[src/rtl/wordlit_arbiter_if.sv]
// Bundle of requester, datapath and response signals around wordlit_arbiter.
// The slave modport is the arbiter's view; master is the surrounding
// environment (requesters, datapath result, response consumer).
interface wordlit_arbiter_if;
    logic        req0_valid;
    logic [7:0]  req0_data;
    logic        req0_ready;
    logic        req1_valid;
    logic [7:0]  req1_data;
    logic        req1_ready;
    logic [7:0]  dp_in;
    logic        dp_issue;
    logic [15:0] dp_out;
    logic        rsp_valid;
    logic [15:0] rsp_data;
    logic        rsp_id;
    logic        rsp_ready;
    logic        busy;

    modport slave (
        input  req0_valid, req0_data, req1_valid, req1_data, dp_out, rsp_ready,
        output req0_ready, req1_ready, dp_in, dp_issue, rsp_valid, rsp_data,
        output rsp_id, busy
    );

    modport master (
        output req0_valid, req0_data, req1_valid, req1_data, dp_out, rsp_ready,
        input  req0_ready, req1_ready, dp_in, dp_issue, rsp_valid, rsp_data,
        input  rsp_id, busy
    );
endinterface

[src/rtl/wordlit_arbiter.sv]
// Two-requester round-robin front end for the shared word-literal datapath.
// Operands are issued one per cycle, tracked through the datapath latency by
// requester id, and results queue in an in-order response FIFO. Acceptance is
// limited by credit = free FIFO slots not already promised to in-flight ops.
module wordlit_arbiter #(
    parameter int DP_LATENCY = 1,
    parameter int RSP_DEPTH  = 4
) (
    input  logic             clk,
    input  logic             rst,
    wordlit_arbiter_if.slave bus
);
    localparam int AW = (RSP_DEPTH > 1) ? $clog2(RSP_DEPTH) : 1;
    localparam int CW = AW + 1;

    // control state
    logic                  last_grant_q, last_grant_d;
    logic [DP_LATENCY-1:0] trk_vld_q, trk_vld_d;
    logic [AW-1:0]         rd_ptr_q, rd_ptr_d;
    logic [AW-1:0]         wr_ptr_q, wr_ptr_d;
    logic [CW-1:0]         count_q, count_d;

    // data state (never reset; qualified by the control state above)
    logic [DP_LATENCY-1:0] trk_id_q, trk_id_d;
    logic [15:0]           mem_q [RSP_DEPTH];
    logic [RSP_DEPTH-1:0]  id_mem_q;

    logic [2:0]  inflight;
    logic [4:0]  occupancy;
    logic        credit_ok;
    logic        both_valid;
    logic        grant;
    logic        grant_id;
    logic        push;
    logic        pop;
    logic        head_valid;

    // Credit from registered occupancy only, then round-robin grant.
    always_comb begin
        inflight = 3'd0;
        for (int i = 0; i < DP_LATENCY; i++) begin
            inflight = inflight + {2'b00, trk_vld_q[i]};
        end
        occupancy  = 5'(count_q) + 5'(inflight);
        credit_ok  = occupancy < 5'(RSP_DEPTH);
        both_valid = bus.req0_valid & bus.req1_valid;
        // With a single requester its id is simply req1_valid; with both,
        // the one that did not win last time goes next.
        grant_id   = both_valid ? ~last_grant_q : bus.req1_valid;
        // No acceptance while reset is held: the operand would be lost.
        grant      = (bus.req0_valid | bus.req1_valid) & credit_ok & ~rst;
        last_grant_d = grant ? grant_id : last_grant_q;
    end

    assign bus.req0_ready = grant & ~grant_id;
    assign bus.req1_ready = grant & grant_id;
    assign bus.dp_issue   = grant;
    assign bus.dp_in      = grant ? (grant_id ? bus.req1_data : bus.req0_data) : 8'h00;

    // In-flight tracker: stage 0 takes the new issue, the last stage pushes.
    always_comb begin
        trk_vld_d    = trk_vld_q;
        trk_id_d     = trk_id_q;
        trk_vld_d[0] = grant;
        trk_id_d[0]  = grant_id;
        for (int i = 1; i < DP_LATENCY; i++) begin
            trk_vld_d[i] = trk_vld_q[i-1];
            trk_id_d[i]  = trk_id_q[i-1];
        end
    end

    assign push       = trk_vld_q[DP_LATENCY-1];
    assign head_valid = (count_q != '0) & ~rst;
    assign pop        = head_valid & bus.rsp_ready;

    // FIFO pointer and occupancy bookkeeping; push and pop may coincide.
    always_comb begin
        rd_ptr_d = pop  ? rd_ptr_q + AW'(1) : rd_ptr_q;
        wr_ptr_d = push ? wr_ptr_q + AW'(1) : wr_ptr_q;
        count_d  = count_q;
        if (push && !pop) begin
            count_d = count_q + CW'(1);
        end else if (!push && pop) begin
            count_d = count_q - CW'(1);
        end
    end

    assign bus.rsp_valid = head_valid;
    assign bus.rsp_data  = head_valid ? mem_q[rd_ptr_q]    : 16'h0000;
    assign bus.rsp_id    = head_valid ? id_mem_q[rd_ptr_q] : 1'b0;
    assign bus.busy      = ~rst & ((inflight != 3'd0) | (count_q != '0));

    // Control registers; reset also drops any result still in the datapath.
    always_ff @(posedge clk) begin
        if (rst) begin
            last_grant_q <= 1'b1;
            trk_vld_q    <= '0;
            rd_ptr_q     <= '0;
            wr_ptr_q     <= '0;
            count_q      <= '0;
        end else begin
            last_grant_q <= last_grant_d;
            trk_vld_q    <= trk_vld_d;
            rd_ptr_q     <= rd_ptr_d;
            wr_ptr_q     <= wr_ptr_d;
            count_q      <= count_d;
        end
    end

    // Result storage and tracker ids, written unconditionally by their enables.
    always_ff @(posedge clk) begin
        trk_id_q <= trk_id_d;
        if (push) begin
            mem_q[wr_ptr_q]    <= bus.dp_out;
            id_mem_q[wr_ptr_q] <= trk_id_q[DP_LATENCY-1];
        end
    end
endmodule
[src/flat_wrapper.sv]
// flat-port wrapper written by rule: the top's interface ports become plain ports
module wordlit_arbiter_flat 
#(
    parameter int DP_LATENCY = 1,
    parameter int RSP_DEPTH  = 4
)
  (clk, rst, bus_req0_valid, bus_req0_data, bus_req1_valid, bus_req1_data, bus_dp_out, bus_rsp_ready, bus_req0_ready, bus_req1_ready, bus_dp_in, bus_dp_issue, bus_rsp_valid, bus_rsp_data, bus_rsp_id, bus_busy);
  wordlit_arbiter_if bus_i ();
  input  logic clk;
  input  logic rst;
  input wire logic [$bits(bus_i.req0_valid)-1:0] bus_req0_valid;
  input wire logic [$bits(bus_i.req0_data)-1:0] bus_req0_data;
  input wire logic [$bits(bus_i.req1_valid)-1:0] bus_req1_valid;
  input wire logic [$bits(bus_i.req1_data)-1:0] bus_req1_data;
  input wire logic [$bits(bus_i.dp_out)-1:0] bus_dp_out;
  input wire logic [$bits(bus_i.rsp_ready)-1:0] bus_rsp_ready;
  output wire logic [$bits(bus_i.req0_ready)-1:0] bus_req0_ready;
  output wire logic [$bits(bus_i.req1_ready)-1:0] bus_req1_ready;
  output wire logic [$bits(bus_i.dp_in)-1:0] bus_dp_in;
  output wire logic [$bits(bus_i.dp_issue)-1:0] bus_dp_issue;
  output wire logic [$bits(bus_i.rsp_valid)-1:0] bus_rsp_valid;
  output wire logic [$bits(bus_i.rsp_data)-1:0] bus_rsp_data;
  output wire logic [$bits(bus_i.rsp_id)-1:0] bus_rsp_id;
  output wire logic [$bits(bus_i.busy)-1:0] bus_busy;
  assign bus_i.req0_valid = bus_req0_valid;
  assign bus_i.req0_data = bus_req0_data;
  assign bus_i.req1_valid = bus_req1_valid;
  assign bus_i.req1_data = bus_req1_data;
  assign bus_i.dp_out = bus_dp_out;
  assign bus_i.rsp_ready = bus_rsp_ready;
  assign bus_req0_ready = bus_i.req0_ready;
  assign bus_req1_ready = bus_i.req1_ready;
  assign bus_dp_in = bus_i.dp_in;
  assign bus_dp_issue = bus_i.dp_issue;
  assign bus_rsp_valid = bus_i.rsp_valid;
  assign bus_rsp_data = bus_i.rsp_data;
  assign bus_rsp_id = bus_i.rsp_id;
  assign bus_busy = bus_i.busy;
  wordlit_arbiter #(.DP_LATENCY(DP_LATENCY), .RSP_DEPTH(RSP_DEPTH)) u_core (.clk(clk), .rst(rst), .bus(bus_i));
endmodule
[config.mk]
export PLATFORM = sky130hd
export DESIGN_NAME = wordlit_arbiter_flat
export DESIGN_NICKNAME = d
export VERILOG_FILES = /design/src/rtl/wordlit_arbiter_if.sv /design/src/rtl/wordlit_arbiter.sv /design/src/flat_wrapper.sv
export SDC_FILE = /design/constraint.sdc
export NUM_CORES = 1
export LEC_CHECK = 0
export ABC_AREA = 1
export CAP_MARGIN = 20
export CORE_MARGIN = 4
export CORE_UTILIZATION = 51
export CTS_BUF_LIST = sky130_fd_sc_hd__clkbuf_16
export DETAILED_ROUTE_END_ITERATION = 12
export PLACE_DENSITY = 0.79
export SKIP_CTS_REPAIR_TIMING = 1
export SYNTH_ARGS = -nofsm -noshare
export SYNTH_HDL_FRONTEND = slang
export SYNTH_SLANG_ARGS = --single-unit
[constraint.sdc]
create_clock -name clk -period 2.1 [get_ports clk]
set_input_delay 0.525 -clock clk [delete_from_list [all_inputs] [get_ports clk]]
set_output_delay 0.525 -clock clk [all_outputs]
set_load 0.01 [all_outputs]
==> flow_summary.ini, run 1 <==
[critical_path]
cpLargestDelayFamily = buffers and inverters
critPathKind = reg2out
cp.required_ps = 1570
cp.arrival_ps = 1540
critical_path.startpoint_type = flop
critical_path.endpoint_type = output pin
path_cells = buf_12 > clkbuf_16 > nor2_1 > nor2_1 > o21ai_1 > a21oi_1 > dlymetal6s2s_1
cp_common_cell = nor2_1
crit_slowest_cell = dfxtp_4
slowest_delay_ps = 370
crit_fanout = 5
crit_buf_inv = 3

[yosys]
yosysTopAreaCellShare_pct = 59.4
synth_area_mm2 = 0.00344
ys_async_sr_fraction_pct = 0
synth.yosys.seq_area_share_pct = 66.4
yosys_warnings = 0
synth_most_common_cell = nor2_1
yosys-top-cells-count = nor2_1 (76), edfxtp_1 (68), o21ai_1 (30)
synth.area.top_cells = edfxtp_1 (59%), nor2_1 (8.3%), dfxtp_1 (7.0%), o21ai_1 (4.4%), a21oi_1 (3.5%)
synth_top_area_cell = edfxtp_1
ys.flop_type = edfxtp_1
synth-edff-count = 68
avgSynthCellArea_um2 = 11.1
synthesis.nets = 352
syn_inst = 309
synthDistinctLibCells = 24
ys_seq_elements = 80

[run]
drv_cap = 0

[finish]
fin_nets = 445
area_growth_pct = 39.8
drive_above_1_share_pct = 18.9
fin_area_mm2 = 0.00480
antennaDiodeCount = 0

[routing]
drt_iter0_markers = 162
wl_per_cell_um = 16.4
ant_nets = 0
drc = 0
vias = 2587
firstDrtPassIters = 4
routed_via_density = 5.35
routed_wirelength_um = 7930

[place]
hpwl_um = 4910
place_congestion = 0.866
placed_cell_area_mm2 = 0.00431
io_buffer_count = 66
dp_slack_ps = -590

[timing]
maxSlewHeadroom_pct = 80.4
finalClockSkew_ps = 9.12
tightest_slew_ps = 294
timing.final.crit_share_pct = 98.5
drv_slew = 0
final_hold_viol_count = 0
fin_hold_ws_ps = 497
worst_slack_ps = 31.6
setup_viol = 0
fin_crit_ps = 2070
fmax_mhz = 483

[clocking]
clk_latency_ps = 340
clk_pin_slew_ps = 60
root_buffer = clkbuf_16
cts_buffers = 9
htree_levels = 3
tritoncts = built
clock_path_buffers = 2
cts.sinks = 80

[floorplanning]
rows = 29
ios = 67
design.core.area_mm2 = 0.00646
dieHeight_um = 90.1
die_w_um = 90.1
die_area_mm2 = 0.00812
initial_core_util_pct = 53.2

[run_status]
status = complete, no violations

[global_routing]
antenna_found_initial = 0
grt_overflow_total = 0
grt_first_pass_wirelength_um = 11700
grt_start_max_net_pins = 22
first_global_vias = 2617
grtUsageTotal_pct = 18.4

[min_path]
min_path_type = reg2reg

[pwr]
leakage_nw = 2.18
pwr_density_cell_mw_per_mm2 = 1090
worst_ir_drop_vdd_mv = 0.570
==> path summary, 6_finish.rpt <==
check	startpoint	endpoint	slack, ps	cells after the start
worst max register to register	u_core.count_q[0]$_SDFFE_PP0P_	u_core.count_q[2]$_SDFFE_PP0P_	250	11
worst max-delay path	flop	bus_rsp_data[10]	30	7
worst min-delay path	u_core.trk_id_q$_DFF_P_	u_core.id_mem_q[3]$_DFFE_PP_	500	0
worst min register to register	u_core.trk_id_q$_DFF_P_	u_core.id_mem_q[3]$_DFFE_PP_	500	0
==> cell families (layout without fill, tap and decap cells) <==
kind of cell / Yosys count / count (layout) / share of synthesized area, %
buffers and inverters: 36 / 133 / 6.19
flip-flops: 80 / 80 / 66.4
adder cells (fa/ha/maj): 6 / 6 / 2.40
AO/OA/AOI/OAI: 70 / 71 / 11.2
AND/OR/NAND/NOR: 116 / 116 / 13.6
XOR/XNOR: 1 / 1 / 0.255
==> state kept, by name (all words and copies together) (netlist names), named ones only <==
name                 flops
u_core.count_q           3
u_core.id_mem_q          4
u_core.last_grant_q      1
u_core.mem_q            64
u_core.push              1
u_core.rd_ptr_q          2
u_core.trk_id_q          1
u_core.wr_ptr_q          2
==> cell usage in the layout (no fill, tap or decap), drive strengths merged <==
cell / instances
a21oi: 30
buf: 29
bufinv: 2
clkbuf: 17
clkdlybuf4s50: 33
clkinv: 3
clkinvlp: 1
dfxtp: 12
dlymetal6s2s: 24
edfxtp: 68
fa: 1
ha: 5
inv: 24
nand2: 32
nand3: 4
nand4: 2
nor2: 77
o21ai: 41
or2: 1
xor2: 1
==> metal layers <==
metal / track usage (%) / wire length (µm) / vias up
met5: 0 / 0 / -
met4: 9.95 / 170 / 0
met1: 21.2 / 3090 / 1224
met2: 30.6 / 4140 / 101
met3: 5.84 / 530 / 16
li1: - / - / 1246
==> per-stage QoR <==
stage / setup TNS, ps / power [mW] / std cells / util [%]
after global placement: -14860 / 3.47 / 461 / 66.8
after floorplan: 0 / 2.80 / 309 / -
after CTS: -15040 / 5.16 / 477 / 71.7
after global routing: -116 / 5.48 / 484 / 74.4
final: 0 / 5.23 / 484 / 74.4
after detailed placement: -15390 / 3.51 / 461 / 66.8
==> cell type report <==
type,count,area (µm²)
sequential,80,2290
fill,387,1660
timing repair buffer,94,1030
multi-input combinational,194,972
clock buffer,9,225
tap,77,96.3
clock inverter,7,93.8
inverter,23,93.8
==> worst reg2reg max path, delay by kind of cell (launching register included) <==
kind,cells,cell delay (ps)
buffers and inverters,1,60
DFF,1,340
and+or+nand+nor,8,840
adders and majority gates,2,500
==> power by group <==
part	total [mW]	switching, mW	internal, mW
Sequential	2.01	0.0853	1.92
Clock	1.65	0.608	1.04
Combinational	1.58	0.836	0.740
Total	5.23	1.53	3.70
Power figures use the tool's default switching activity.
==> run 2: changes to the inputs <==
ABC_AREA = not set   (was 1)
==> run 2 against run 1 <==
Against the previous run:
- the flow now finishes with violations (negative setup slack)
- largest power group unchanged
- via count fell by 23%
- sequential share of layout area rose by 2.3 points
- sequential cell count unchanged
- setup slack worse by 110 ps
==> flow_summary.ini, run 2 <==
[yosys]
yosys_warnings = 0
syn_inst = 200
synth.yosys.seq_area_share_pct = 68.4
avgSynthCellArea_um2 = 16.7
synthDistinctLibCells = 32
yosys-top-cells-count = edfxtp_1 (68), mux4_2 (17), nand2_1 (17), nor2b_1 (17), dfxtp_1 (12)
synthesis.nets = 243
synth_top_area_cell = edfxtp_1
ys.flop_type = edfxtp_1
yosysTopAreaCellShare_pct = 61.2
synth.area.top_cells = edfxtp_1 (61%), mux4_2 (11%), dfxtp_1 (7.2%), nor2b_1 (3.2%), nand2_1 (1.9%)
ys_seq_elements = 80
ys_async_sr_fraction_pct = 0
synth-edff-count = 68
synth_most_common_cell = edfxtp_1
synth_area_mm2 = 0.00333

[finish]
area_growth_pct = 37.4
largestRegisters = u_core.mem_q: 64 flops, u_core.id_mem_q: 4 flops, u_core.count_q: 3 flops
max_flop_register = u_core.mem_q
largest_reg_flops = 64
drive_above_1_share_pct = 40.0
antennaDiodeCount = 0
fin_nets = 338
nFillCells = 409
final_common_cell = edfxtp_1
final_cell_mix = edfxtp_1 (68), clkdlybuf4s50_1 (32), buf_4 (19)

[critical_path]
cp.required_ps = 1570
rr_worst_depth = 9
cp.arrival_ps = 1650
slowest_delay_ps = 460
crit_slowest_cell = or3_4
r2r-end = u_core.count_q[2]$_SDFFE_PP0P_
critical_path.startpoint_type = flop
path_cells = a31o_1 > or3_4 > a21oi_2 > buf_2
r2r_start = u_core.count_q[0]$_SDFFE_PP0P_
crit_fanout = 6
critPathKind = reg2out
rrSetupSlack_ps = 60
critical_path.endpoint_type = output pin
crit_start = u_core.count_q[1]$_SDFFE_PP0P_

[min_path]
min_path_type = reg2reg
hold_depth = 0
holdCritStartpoint = u_core.trk_id_q$_DFF_P_
hold-path-endpoint = u_core.id_mem_q[3]$_DFFE_PP_

[global_routing]
first_global_vias = 1983
grt_first_pass_wirelength_um = 9870
grtUsageTotal_pct = 17.7
grt_start_max_net_pins = 19
grt_overflow_total = 0
antenna_found_initial = 0

[timing]
final_hold_viol_count = 0
setup_viol = 26
fin_hold_ws_ps = 487
drv_slew = 0
timing.final.crit_share_pct = 104
finalClockSkew_ps = 10.2
rsz0062_at_grt = yes
fmax_mhz = 460
tightest_slew_ps = 487
fin_crit_ps = 2180
fin_setup_tns_ps = -995
maxSlewHeadroom_pct = 67.5
worst_slack_ps = -75.9

[floorplanning]
ios = 67
dieHeight_um = 88.9
rows = 29
die_area_mm2 = 0.00790
die_w_um = 88.9
design.core.area_mm2 = 0.00635
initial_core_util_pct = 52.5

[pwr]
leakage_nw = 1.75
pwr_density_cell_mw_per_mm2 = 1170
worst_ir_drop_vdd_mv = 0.715

[place]
hpwl_um = 4050
place_congestion = 0.740
io_buffer_count = 66
dp_slack_ps = -679

[routing]
wl_met3_um = 373
drt_iter0_markers = 81
wl_per_cell_um = 17.8
wl_met2_um = 3480
routed_via_density = 5.26
ant_nets = 0
highest_layer = met4
routed_wirelength_um = 6720
vias = 1984
firstDrtPassIters = 4
drc = 0
wl_met1_um = 2690

[run]
drv_cap = 0

[clocking]
clock_path_buffers = 2
tritoncts = built
clk_latency_ps = 330
cts_buffers = 9
cts.sinks = 80
clk_pin_slew_ps = 60
root_buffer = clkbuf_16
htree_levels = 3

[run_status]
status = complete, but fails checks
violations = negative setup slack
## run 2: cell count changes after synthesis, sizes merged, moves of 15 or more
cell	previous run	this run
nor2	77	11
nand2	32	17
mux4	0	17
o21ai	40	2
nor2b	0	17
a21oi	30	10
inv	23	8
## run 2: critical path: cells and delay by family (launching register included)
family / cells / cell delay [ps]
compound gates: 2 / 370
buf+inv: 1 / 140
flops: 1 / 340
simple gates: 1 / 460
## run 2: metal layers
| metal | vias to the layer above | global-route usage [%] |
|---|---|---|
| li1 | 934 | - |
| met1 | 974 | 19.6 |
| met2 | 63 | 30.4 |
| met3 | 13 | 4.75 |
| met4 | 0 | 10.6 |
| met5 | - | 0 |
## run 2: stage by stage
stage                     cell area [µm²]  util [%]  power, mW  cells
after floorplan                      3340         -       3.07    200
after global placement               4180      65.9       3.80    351
after detailed placement             4180      65.9       3.85    351
after CTS                            4440      70.0       5.21    367
after global routing                 4580      72.1       5.64    377
final                                4580      72.1       5.37    377
## run 2: cell families after synthesis
| logic type | count (synthesis) | share of synthesized area (%) |
|---|---|---|
| AOI/OAI and AO/OA | 17 | 3.83 |
| DFF | 80 | 68.4 |
| xor gates and xnor gates | 5 | 1.31 |
| and+or+nand+nor | 54 | 8.44 |
| buffers and inverters | 19 | 3.41 |
| adders and majority gates | 6 | 2.48 |
| muxes | 19 | 12.1 |
## run 2: how the worst max path moves through the flow
stage	slack, ps	to	cells after the start
6_report	-80	bus_dp_in[6]	4
5_1_grt	-120	bus_dp_in[6]	4
4_1_cts	-680	bus_dp_in[7]	4
3_5_place_dp	-680	bus_dp_in[7]	4
3_3_place_gp	-650	bus_dp_in[7]	4
2_1_floorplan	80	u_core.count_q[2]$_SDFFE_PP0P_	8
## run 2: area by class of cell
cell class	instances	area [µm²]	area share, %
sequential	80	2290	50.0
multi-input combinational	102	1050	23.0
timing repair buffer	92	841	18.4
clock buffer	9	225	4.92
tap	77	96.3	2.10
inverter	9	37.5	0.819
clock inverter	7	33.8	0.738
timing repair inverter	1	5.00	0.109
## run 2: where the power goes
group          total (mW)  switching [mW]  internal (mW)  leakage [nW]
clock                1.34           0.561          0.780         0.140
combinational        1.97           0.864           1.10         0.890
sequential           2.06           0.112           1.95         0.721
